### src/rtl/sdram_port_arbiter_pkg.sv
// Shared definitions for the SDRAM inport arbiter: FSM states and default sizing.
package sdram_port_arbiter_pkg;

    typedef enum logic [1:0] {
        ARB_IDLE,
        ARB_ISSUE,
        ARB_WAIT_ACK,
        ARB_DRAIN
    } arb_state_t;

    localparam int ARB_NUM_REQ_DEF = 4;
    localparam int ARB_TIMEOUT_DEF = 1024;

    function automatic int arb_idx_w(input int n);
        return (n < 2) ? 1 : $clog2(n);
    endfunction

endpackage

### src/rtl/sdram_rr_picker.sv
// Round-robin priority encoder: first set request strictly after ptr_i, wrapping.
module sdram_rr_picker
    import sdram_port_arbiter_pkg::*;
#(
    parameter int NUM_REQ = ARB_NUM_REQ_DEF,
    parameter int IDX_W   = arb_idx_w(NUM_REQ)
) (
    input  logic [NUM_REQ-1:0] req_i,
    input  logic [IDX_W-1:0]   ptr_i,
    output logic [IDX_W-1:0]   grant_o,
    output logic               valid_o
);

    always_comb begin
        grant_o = '0;
        valid_o = 1'b0;
        // Walk from farthest to nearest so the nearest pending index wins.
        for (int k = NUM_REQ; k >= 1; k--) begin
            if (req_i[IDX_W'((int'(ptr_i) + k) % NUM_REQ)]) begin
                grant_o = IDX_W'((int'(ptr_i) + k) % NUM_REQ);
                valid_o = 1'b1;
            end
        end
    end

endmodule

### src/rtl/sdram_port_arbiter.sv
// Round-robin sharing of the SDRAM core inport, one transaction outstanding.
// Optional watchdog in WAIT_ACK enabled by defining SDRAM_ARB_WATCHDOG_EN.
module sdram_port_arbiter
    import sdram_port_arbiter_pkg::*;
#(
    parameter int NUM_REQ        = ARB_NUM_REQ_DEF,
    parameter int ADDR_W         = 32,
    parameter int DATA_W         = 32,
    parameter int TIMEOUT_CYCLES = ARB_TIMEOUT_DEF
) (
    input  logic                      clk_i,
    input  logic                      rst_i,
    input  logic [NUM_REQ*4-1:0]      req_wr_i,
    input  logic [NUM_REQ-1:0]        req_rd_i,
    input  logic [NUM_REQ*ADDR_W-1:0] req_addr_i,
    input  logic [NUM_REQ*DATA_W-1:0] req_wdata_i,
    output logic [NUM_REQ-1:0]        req_accept_o,
    output logic [NUM_REQ-1:0]        req_ack_o,
    output logic                      req_error_o,
    output logic [DATA_W-1:0]         req_rdata_o,
    output logic [3:0]                inport_wr_o,
    output logic                      inport_rd_o,
    output logic [ADDR_W-1:0]         inport_addr_o,
    output logic [DATA_W-1:0]         inport_write_data_o,
    input  logic                      inport_accept_i,
    input  logic                      inport_ack_i,
    input  logic                      inport_error_i,
    input  logic [DATA_W-1:0]         inport_read_data_i
);

    localparam int IDX_W = arb_idx_w(NUM_REQ);

    logic [NUM_REQ-1:0][3:0]        wr_a;
    logic [NUM_REQ-1:0][ADDR_W-1:0] addr_a;
    logic [NUM_REQ-1:0][DATA_W-1:0] wdata_a;
    logic [NUM_REQ-1:0]             pend;
    logic [IDX_W-1:0]               grant;
    logic                           grant_vld;

    arb_state_t         state_q;
    logic [IDX_W-1:0]   owner_q;
    logic [IDX_W-1:0]   rr_ptr_q;
    logic [3:0]         wr_q;
    logic               rd_q;
    logic [ADDR_W-1:0]  addr_q;
    logic [DATA_W-1:0]  wdata_q;
    logic               timeout;

`ifdef SDRAM_ARB_WATCHDOG_EN
    localparam logic [15:0] WD_LAST = 16'(TIMEOUT_CYCLES - 1);
    logic [15:0] wd_cnt_q;
`endif

    assign wr_a    = req_wr_i;
    assign addr_a  = req_addr_i;
    assign wdata_a = req_wdata_i;

    for (genvar i = 0; i < NUM_REQ; i++) begin : g_pend
        assign pend[i] = (|wr_a[i]) | req_rd_i[i];
    end

    sdram_rr_picker #(
        .NUM_REQ (NUM_REQ),
        .IDX_W   (IDX_W)
    ) u_picker (
        .req_i   (pend),
        .ptr_i   (rr_ptr_q),
        .grant_o (grant),
        .valid_o (grant_vld)
    );

    assign inport_wr_o         = wr_q;
    assign inport_rd_o         = rd_q;
    assign inport_addr_o       = addr_q;
    assign inport_write_data_o = wdata_q;

    // Accept/ack are zero-latency pass-throughs of the core handshake.
    always_comb begin
        req_accept_o = '0;
        req_ack_o    = '0;
        req_error_o  = 1'b0;
        req_rdata_o  = '0;
        timeout      = 1'b0;
        if (state_q == ARB_ISSUE && inport_accept_i)
            req_accept_o[owner_q] = 1'b1;
        if (state_q == ARB_WAIT_ACK) begin
            if (inport_ack_i) begin
                req_ack_o[owner_q] = 1'b1;
                req_error_o        = inport_error_i;
                req_rdata_o        = inport_read_data_i;
            end
`ifdef SDRAM_ARB_WATCHDOG_EN
            else if (wd_cnt_q == WD_LAST) begin
                req_ack_o[owner_q] = 1'b1;
                req_error_o        = 1'b1;
                timeout            = 1'b1;
            end
`endif
        end
    end

    always_ff @(posedge clk_i or posedge rst_i) begin
        if (rst_i) begin
            state_q  <= ARB_IDLE;
            owner_q  <= '0;
            rr_ptr_q <= IDX_W'(NUM_REQ - 1);
            wr_q     <= '0;
            rd_q     <= 1'b0;
            addr_q   <= '0;
            wdata_q  <= '0;
`ifdef SDRAM_ARB_WATCHDOG_EN
            wd_cnt_q <= '0;
`endif
        end else begin
            case (state_q)
                ARB_IDLE: begin
                    if (grant_vld) begin
                        owner_q <= grant;
                        wr_q    <= wr_a[grant];
                        rd_q    <= (wr_a[grant] == 4'h0) & req_rd_i[grant];
                        addr_q  <= addr_a[grant];
                        wdata_q <= wdata_a[grant];
                        state_q <= ARB_ISSUE;
                    end
                end
                ARB_ISSUE: begin
                    if (inport_accept_i) begin
                        wr_q    <= '0;
                        rd_q    <= 1'b0;
                        addr_q  <= '0;
                        wdata_q <= '0;
                        state_q <= ARB_WAIT_ACK;
`ifdef SDRAM_ARB_WATCHDOG_EN
                        wd_cnt_q <= '0;
`endif
                    end
                end
                ARB_WAIT_ACK: begin
                    if (inport_ack_i) begin
                        rr_ptr_q <= owner_q;
                        state_q  <= ARB_IDLE;
                    end else if (timeout) begin
                        // Core still owes an ack; swallow it before granting again.
                        rr_ptr_q <= owner_q;
                        state_q  <= ARB_DRAIN;
                    end
`ifdef SDRAM_ARB_WATCHDOG_EN
                    else begin
                        wd_cnt_q <= wd_cnt_q + 16'd1;
                    end
`endif
                end
                ARB_DRAIN: begin
                    if (inport_ack_i)
                        state_q <= ARB_IDLE;
                end
                default: state_q <= ARB_IDLE;
            endcase
        end
    end

endmodule

### config.mk
export PLATFORM = sky130hd
export DESIGN_NAME = sdram_port_arbiter
export DESIGN_NICKNAME = d
export VERILOG_FILES = /design/src/rtl/sdram_port_arbiter_pkg.sv /design/src/rtl/sdram_rr_picker.sv /design/src/rtl/sdram_port_arbiter.sv
export SDC_FILE = /design/constraint.sdc
export NUM_CORES = 1
export LEC_CHECK = 0
export BUFFER_PORTS_ARGS = -buffer_cell sky130_fd_sc_hd__buf_2
export CORE_AREA = 2 2 163 165
export DETAILED_ROUTE_END_ITERATION = 12
export DIE_AREA = 0 0 165 167
export PLACE_DENSITY_LB_ADDON = 0.12
export RECOVER_POWER = 100
export SYNTH_ARGS = -nofsm -noshare
export SYNTH_HDL_FRONTEND = slang
export SYNTH_SLANG_ARGS = --single-unit
### constraint.sdc
create_clock -name clk_i -period 2.3 [get_ports clk_i]
set_input_delay 0.115 -clock clk_i [delete_from_list [all_inputs] [get_ports clk_i]]
set_output_delay 0.115 -clock clk_i [all_outputs]
set_load 0.02 [all_outputs]
Word-level counts from Yosys, hierarchy flattened
Index checks and enable logic that the tools add are counted.

operators by class
  add/sub/neg operators = 4
  $lt $le $gt $ge = 7
  eq/ne operators = 6
  multiplexer cells = 52
  bitwise gates (word level) = 5
  reductions and logical operators = 14

operators by type and width
  kind                                                                                 number
  32-bit 2-to-1 mux                                                                    7
  32-bit binary-select mux with 2-bit select                                           2
  32-bit one-hot mux with 2 select lines                                               2
  4-bit 2-to-1 mux                                                                     6
  1-bit 2-to-1 mux                                                                     18
  2-bit by 4-bit < comparator with 1-bit output, second input constant                 4
  4-bit OR reduction                                                                   4
  2-bit 2-to-1 mux                                                                     7
  1-bit binary-select mux with 2-bit select                                            5
  4-bit binary-select mux with 2-bit select                                            1
  4-bit one-hot mux with 2 select lines                                                1
  2-bit by 3-bit < comparator with 1-bit output, second input constant                 2
  2-bit one-hot mux with 3 select lines                                                1
  3-bit AND reduction                                                                  2
  2-bit by 1-bit adder with 2-bit output, second input constant                        2
  2-bit adder, second input constant                                                   2
  2-bit == test, second input constant                                                 2
  4-bit logical NOT                                                                    1
  2-bit != test, second input constant                                                 2
  1-bit OR                                                                             4
  2-bit AND reduction                                                                  2
  1-bit demux with 2-bit select                                                        1
  2-bit by 1-bit == test with 1-bit output, second input constant                      1
  2-bit by 1-bit greater-or-equal comparator with 1-bit output, second input constant  1
  7 further kinds                                                                      8

word-level totals
  bits in registers = 75
  input bits = 313
  output and inout port bits = 110
  logic and storage cells = 95

Longest topological paths before layout
  depth in word-level cells = 15
  depth in mapped cells = 10
  gate-level depth less buffers = 7

By module
A second synthesis with hierarchy kept.

second synthesis, totals
  cells, all modules = 340
  area total of the unflattened synthesis = 4787.1 µm²

by module, submodules not included
  module              instances  cells each  area each (µm²)  seq. area each (µm²)
  sdram_port_arbiter  1          326         4695.8           1879.3
  sdram_rr_picker     1          14          91.3             0.0

Worst setup path after synthesis
Ideal clock, no wire load.

  path kind = register to register
  start point = register rr_ptr_q[1]
  end point = register addr_q[2], in the netlist inport_addr_o[2]
  setup time = 0.120 ns
  data arrival time = 2.093 ns
  data required time = 2.180 ns
  setup slack = 0.087 ns
  cell stages (with the launch flop) = 11
  buffers on the path = 3
  clock period less this slack = 2.213 ns
  cell sequence = dfstp_2 -> nor2b_1 -> a21boi_0 -> a211oi_4 -> and3_1 -> buf_2 -> buf_2 -> buf_6 -> nand2_1 -> nand3_1 -> a31o_2

between the ends
  cells in the longest elaborated chain, start to end = 12
  elaborated cells between the ends (all ways) = 30
  those cells by class = add/sub (4); eq/ne (1); mux (24); reduce/logical (1)

ends and longest elaborated chain
  element                                               line                                          text
  start, declared                                       sdram_port_arbiter.sv:42                      logic [IDX_W-1:0] rr_ptr_q;
  start signal, assigned                                sdram_port_arbiter.sv:106                     rr_ptr_q <= IDX_W'(NUM_REQ - 1);
  start signal, assigned                                sdram_port_arbiter.sv:140                     rr_ptr_q <= owner_q;
  start signal, assigned                                sdram_port_arbiter.sv:144                     rr_ptr_q <= owner_q;
  2-bit by 1-bit adder with 2-bit output                sdram_rr_picker.sv:19, sdram_rr_picker.sv:20
  1-bit binary-select mux with 2-bit select             sdram_rr_picker.sv:19                         if (req_i[IDX_W'((int'(ptr_i) + k) % NUM_REQ)]) begin
  1-bit 2-to-1 mux (implied by the code) (2 in series)  sdram_rr_picker.sv:19
  2-bit 2-to-1 mux (4 in series)                        sdram_rr_picker.sv:19
  32-bit binary-select mux with 2-bit select            sdram_port_arbiter.sv:121                     addr_q <= addr_a[grant];
  32-bit 2-to-1 mux (implied by the code)               sdram_port_arbiter.sv:121
  32-bit 2-to-1 mux                                     sdram_port_arbiter.sv:117                     if (grant_vld) begin
  32-bit one-hot mux with 2 select lines                sdram_port_arbiter.sv:115                     case (state_q)
  end signal, assigned                                  sdram_port_arbiter.sv:121
  end, declared                                         sdram_port_arbiter.sv:45                      logic [ADDR_W-1:0] addr_q;

Several ways; a longest one is shown, not always the timed one. The select of a mux whose other input is x is not followed.
A chain may end at the register's enable or synchronous reset.

Worst setup path after layout
  start point = register rr_ptr_q[0]
  end point = register rd_q, in the netlist inport_rd_o

between the ends
  cells in the longest elaborated chain, start to end = 14
  elaborated cells between the ends (all ways) = 34
  those cells by class = add/sub (4); eq/ne (1); mux (26); bitwise (1); reduce/logical (2)

ends and longest elaborated chain
  element                                               line                                          text
  2-bit by 1-bit adder with 2-bit output                sdram_rr_picker.sv:19, sdram_rr_picker.sv:20
  1-bit binary-select mux with 2-bit select             sdram_rr_picker.sv:19
  1-bit 2-to-1 mux (implied by the code) (2 in series)  sdram_rr_picker.sv:19
  2-bit 2-to-1 mux (4 in series)                        sdram_rr_picker.sv:19
  4-bit binary-select mux with 2-bit select             sdram_port_arbiter.sv:120                     rd_q <= (wr_a[grant] == 4'h0) & req_rd_i[grant];
  4-bit 2-to-1 mux (implied by the code)                sdram_port_arbiter.sv:120
  4-bit logical NOT                                     sdram_port_arbiter.sv:120
  1-bit bitwise AND                                     sdram_port_arbiter.sv:120
  1-bit 2-to-1 mux                                      sdram_port_arbiter.sv:117
  1-bit one-hot mux with 2 select lines                 sdram_port_arbiter.sv:115
  end signal, assigned                                  sdram_port_arbiter.sv:120
  end, declared                                         sdram_port_arbiter.sv:44                      logic rd_q;

Several ways; a longest one is shown, not always the timed one. The select of a mux whose other input is x is not followed.

==> metrics <==
# nets final 1484; Die Ht 167 um; crit path capture type flop; Synthesized Nets 1055; clk sinks 75; Crit-path slowest cell a211oi_1; number of synthesized flops with an enable pin 0; peak supply drop 0.0006516 V; grt ovf 0; f_max 0.4537 GHz; largest net degree at the start of global routing 59; die width 165 um; max_cap viols 1; failing checks max-capacitance violations; total die area 0.02756 mm^2; Req. time, crit path 2560 ps; num rows 59; critical path type reg2reg; P_leak 4.500 nW; post-route ant nets 0; CTS buffer count 9; crit path launch type flop; Initial Util 20.87%; Final min period 2204 ps; # Post-CTS Setup Buffers 0; register area share after synthesis 34.95%; DR pass1 iterations 4; worst hold path type in2reg; post-route clock period utilization 95.83%; Post-DP HPWL 19500 um; total power 11.93 mW; Total Wirelength 25000 um; post-synthesis register bit count 75; Longest Clk Path Bufs 2; status finished, violations left; root buffer cell clkbuf_16; Final Hold Fails 0; Final Max Tran Viols 0; Avg Vias per Cell 4.519; H-tree Lvls 3; via count 6837; synth unique cells 48; setup violation total in the final timing report 0; DRC Markers 0; share of layout cells above drive strength 1 36.90%; gr usage total 17.24%; CP most frequent cell buf_4; Port Buffers 422; PwrDens 1414 mW/mm^2; Synth Warn # 0; area of the core 0.02576 mm^2; CTS tree built; cells along the critical path buf_4 -> a211oi_1 -> a211oi_4 -> buf_4 -> a211o_1 -> o22ai_2 -> o2111ai_1 -> o31ai_2; Hold WS 121.0 ps; Syn Area/Cell 7.248 um^2; clock-pin transition on the worst setup and hold timing paths 70 ps; RSZ-0062 raised after global routing yes; clk_lat worst skew 340 ps; reg2reg setup slack 100 ps; Setup Skew 7.739 ps; Cell Area, Synth 0.005378 mm^2; DRT iter0 DRCs 228; asr flop ratio synth 100.0%; Critical Path Fanout Max 7; Slew HR 1.112%; Synth Flop Type dfrtp_1; vias in the first global route 6625; Least-Margin Pin Slew 1483 ps; Worst path max stage delay 470 ps; Placer Congestion 0.8713; Bufs and invs on worst path 2; initial antenna violation count 2; delay-heaviest family, CP compound AO/OA/AOI/OAI gates; Syn Inst Count 742; wire length per cell 16.52 um; first-pass GRT wire length 36980 um; area grow syn2layout 56.89%; num ports 423; arrival time at the worst endpoint 2460 ps
[cell type report]
| class | instances | area (um^2) |
|---|---|---|
| Timing Repair Buffer | 478 | 2609 |
| Antenna cell | 2 | 5.005 |
| Fill cell | 2853 | 17330 |
| Multi-Input combinational cell | 597 | 3184 |
| Tap cell | 335 | 419.2 |
| Sequential cell | 75 | 1879 |
| Inverter | 10 | 37.54 |
| Clock inverter | 6 | 73.82 |
| Clock buffer | 10 | 229.0 |
[through the flow]
step | utilization, % | setup TNS [ps] | instance area (um^2) | cells | worst slack, ps
2_1_floorplan | - | 0 | 5378 | 742 | 87.26
3_3_place_gp | 31.93 | -3093 | 8227 | 1493 | -94.11
3_5_place_dp | 31.93 | -4033 | 8227 | 1493 | -118.5
4_1_cts | 33.18 | 0 | 8549 | 1511 | 51.01
5_1_grt | 32.75 | -84.95 | 8437 | 1513 | -39.17
6_report | 32.75 | 0 | 8437 | 1513 | 95.94
[metal layers]
metal	vias up	global-route usage [%]	wire length [um]
li1	3416	-	-
met1	3134	21.54	10640
met2	273	29.47	12090
met3	14	4.608	2037
met4	0	3.894	235
met5	-	0	0
[worst paths after layout]
check,cells after the start,endpoint,from
max,8,inport_rd_o,rr_ptr_q[0]
min,4,inport_write_data_o[13],req_wdata_i[13]
max reg2reg,8,inport_rd_o,rr_ptr_q[0]
min reg2reg,1,inport_addr_o[18],inport_addr_o[18]
max in group asynchronous,4,inport_write_data_o[31],rst_i
min in group asynchronous,3,inport_write_data_o[5],rst_i
[flip-flops by register name, summed over array words and instances, names as in the netlist]
register	flops
inport_addr_o	32
inport_rd_o	1
inport_wr_o	4
inport_write_data_o	32
owner_q	2
rr_ptr_q	2
state_q	2
[layout by cell type (no fill, tap or decap), types with 3 or more instances in the layout]
cell type,netlist,routed
nor2_1,7,7
and3_1,23,22
nor3_1,4,4
buf_12,0,14
o211ai_1,3,3
and2_0,0,9
nand2_1,271,271
clkbuf_16,0,9
buf_2,27,321
nor3b_1,5,5
o21ai_0,6,6
buf_4,4,35
a31o_2,21,21
a211o_1,46,46
dfrtp_1,73,73
a31oi_1,4,4
a21oi_2,0,3
and2_1,35,25
nand3_1,48,48
clkbuf_1,22,102
a21oi_1,89,86
inv_1,10,10
[where the power goes]
group	switching, mW	internal (mW)	total (mW)
clock	0.639	0.856	1.49
sequential	0.372	1.96	2.33
combinational	4.87	3.24	8.11
total	5.88	6.06	11.9
[worst min-delay path: cells and delay by family]
family / cells / cell delay (ps)
and+or+nand+nor: 1 / 40
buffers and inverters: 1 / 70
AOI/OAI and AO/OA: 2 / 210
[cell usage after synthesis (6+ instances only)]
cell | count | share of area [%]
a21oi_1 | 89 | 8.3
buf_2 | 27 | 2.5
and2_1 | 35 | 4.1
nor2_1 | 7 | 0.49
nand3_1 | 48 | 4.5
o21ai_0 | 6 | 0.56
a211o_1 | 46 | 7.5
a31o_2 | 21 | 3.4
and3_1 | 23 | 2.7
clkbuf_1 | 22 | 1.5
nand2_1 | 271 | 19
dfrtp_1 | 73 | 34
inv_1 | 10 | 0.70
[timing repair]
action	4_1_cts	5_1_grt
gates resized for setup	0	7
hold buffers	2	0
endpoints found under the setup margin	0	18
hold endpoints to repair	32	0
[cell families (layout without fill, tap and decap cells)]
family	count (synthesis)	in the layout	share of synthesized area [%]
buffers and inverters	70	504	6.491
and+or+nand+nor	405	405	33.95
other	0	2	0
muxes	3	3	0.5817
AOI/OAI and AO/OA	189	189	24.03
DFF	75	75	34.95
Note: power is estimated with default switching activity, not from simulation.
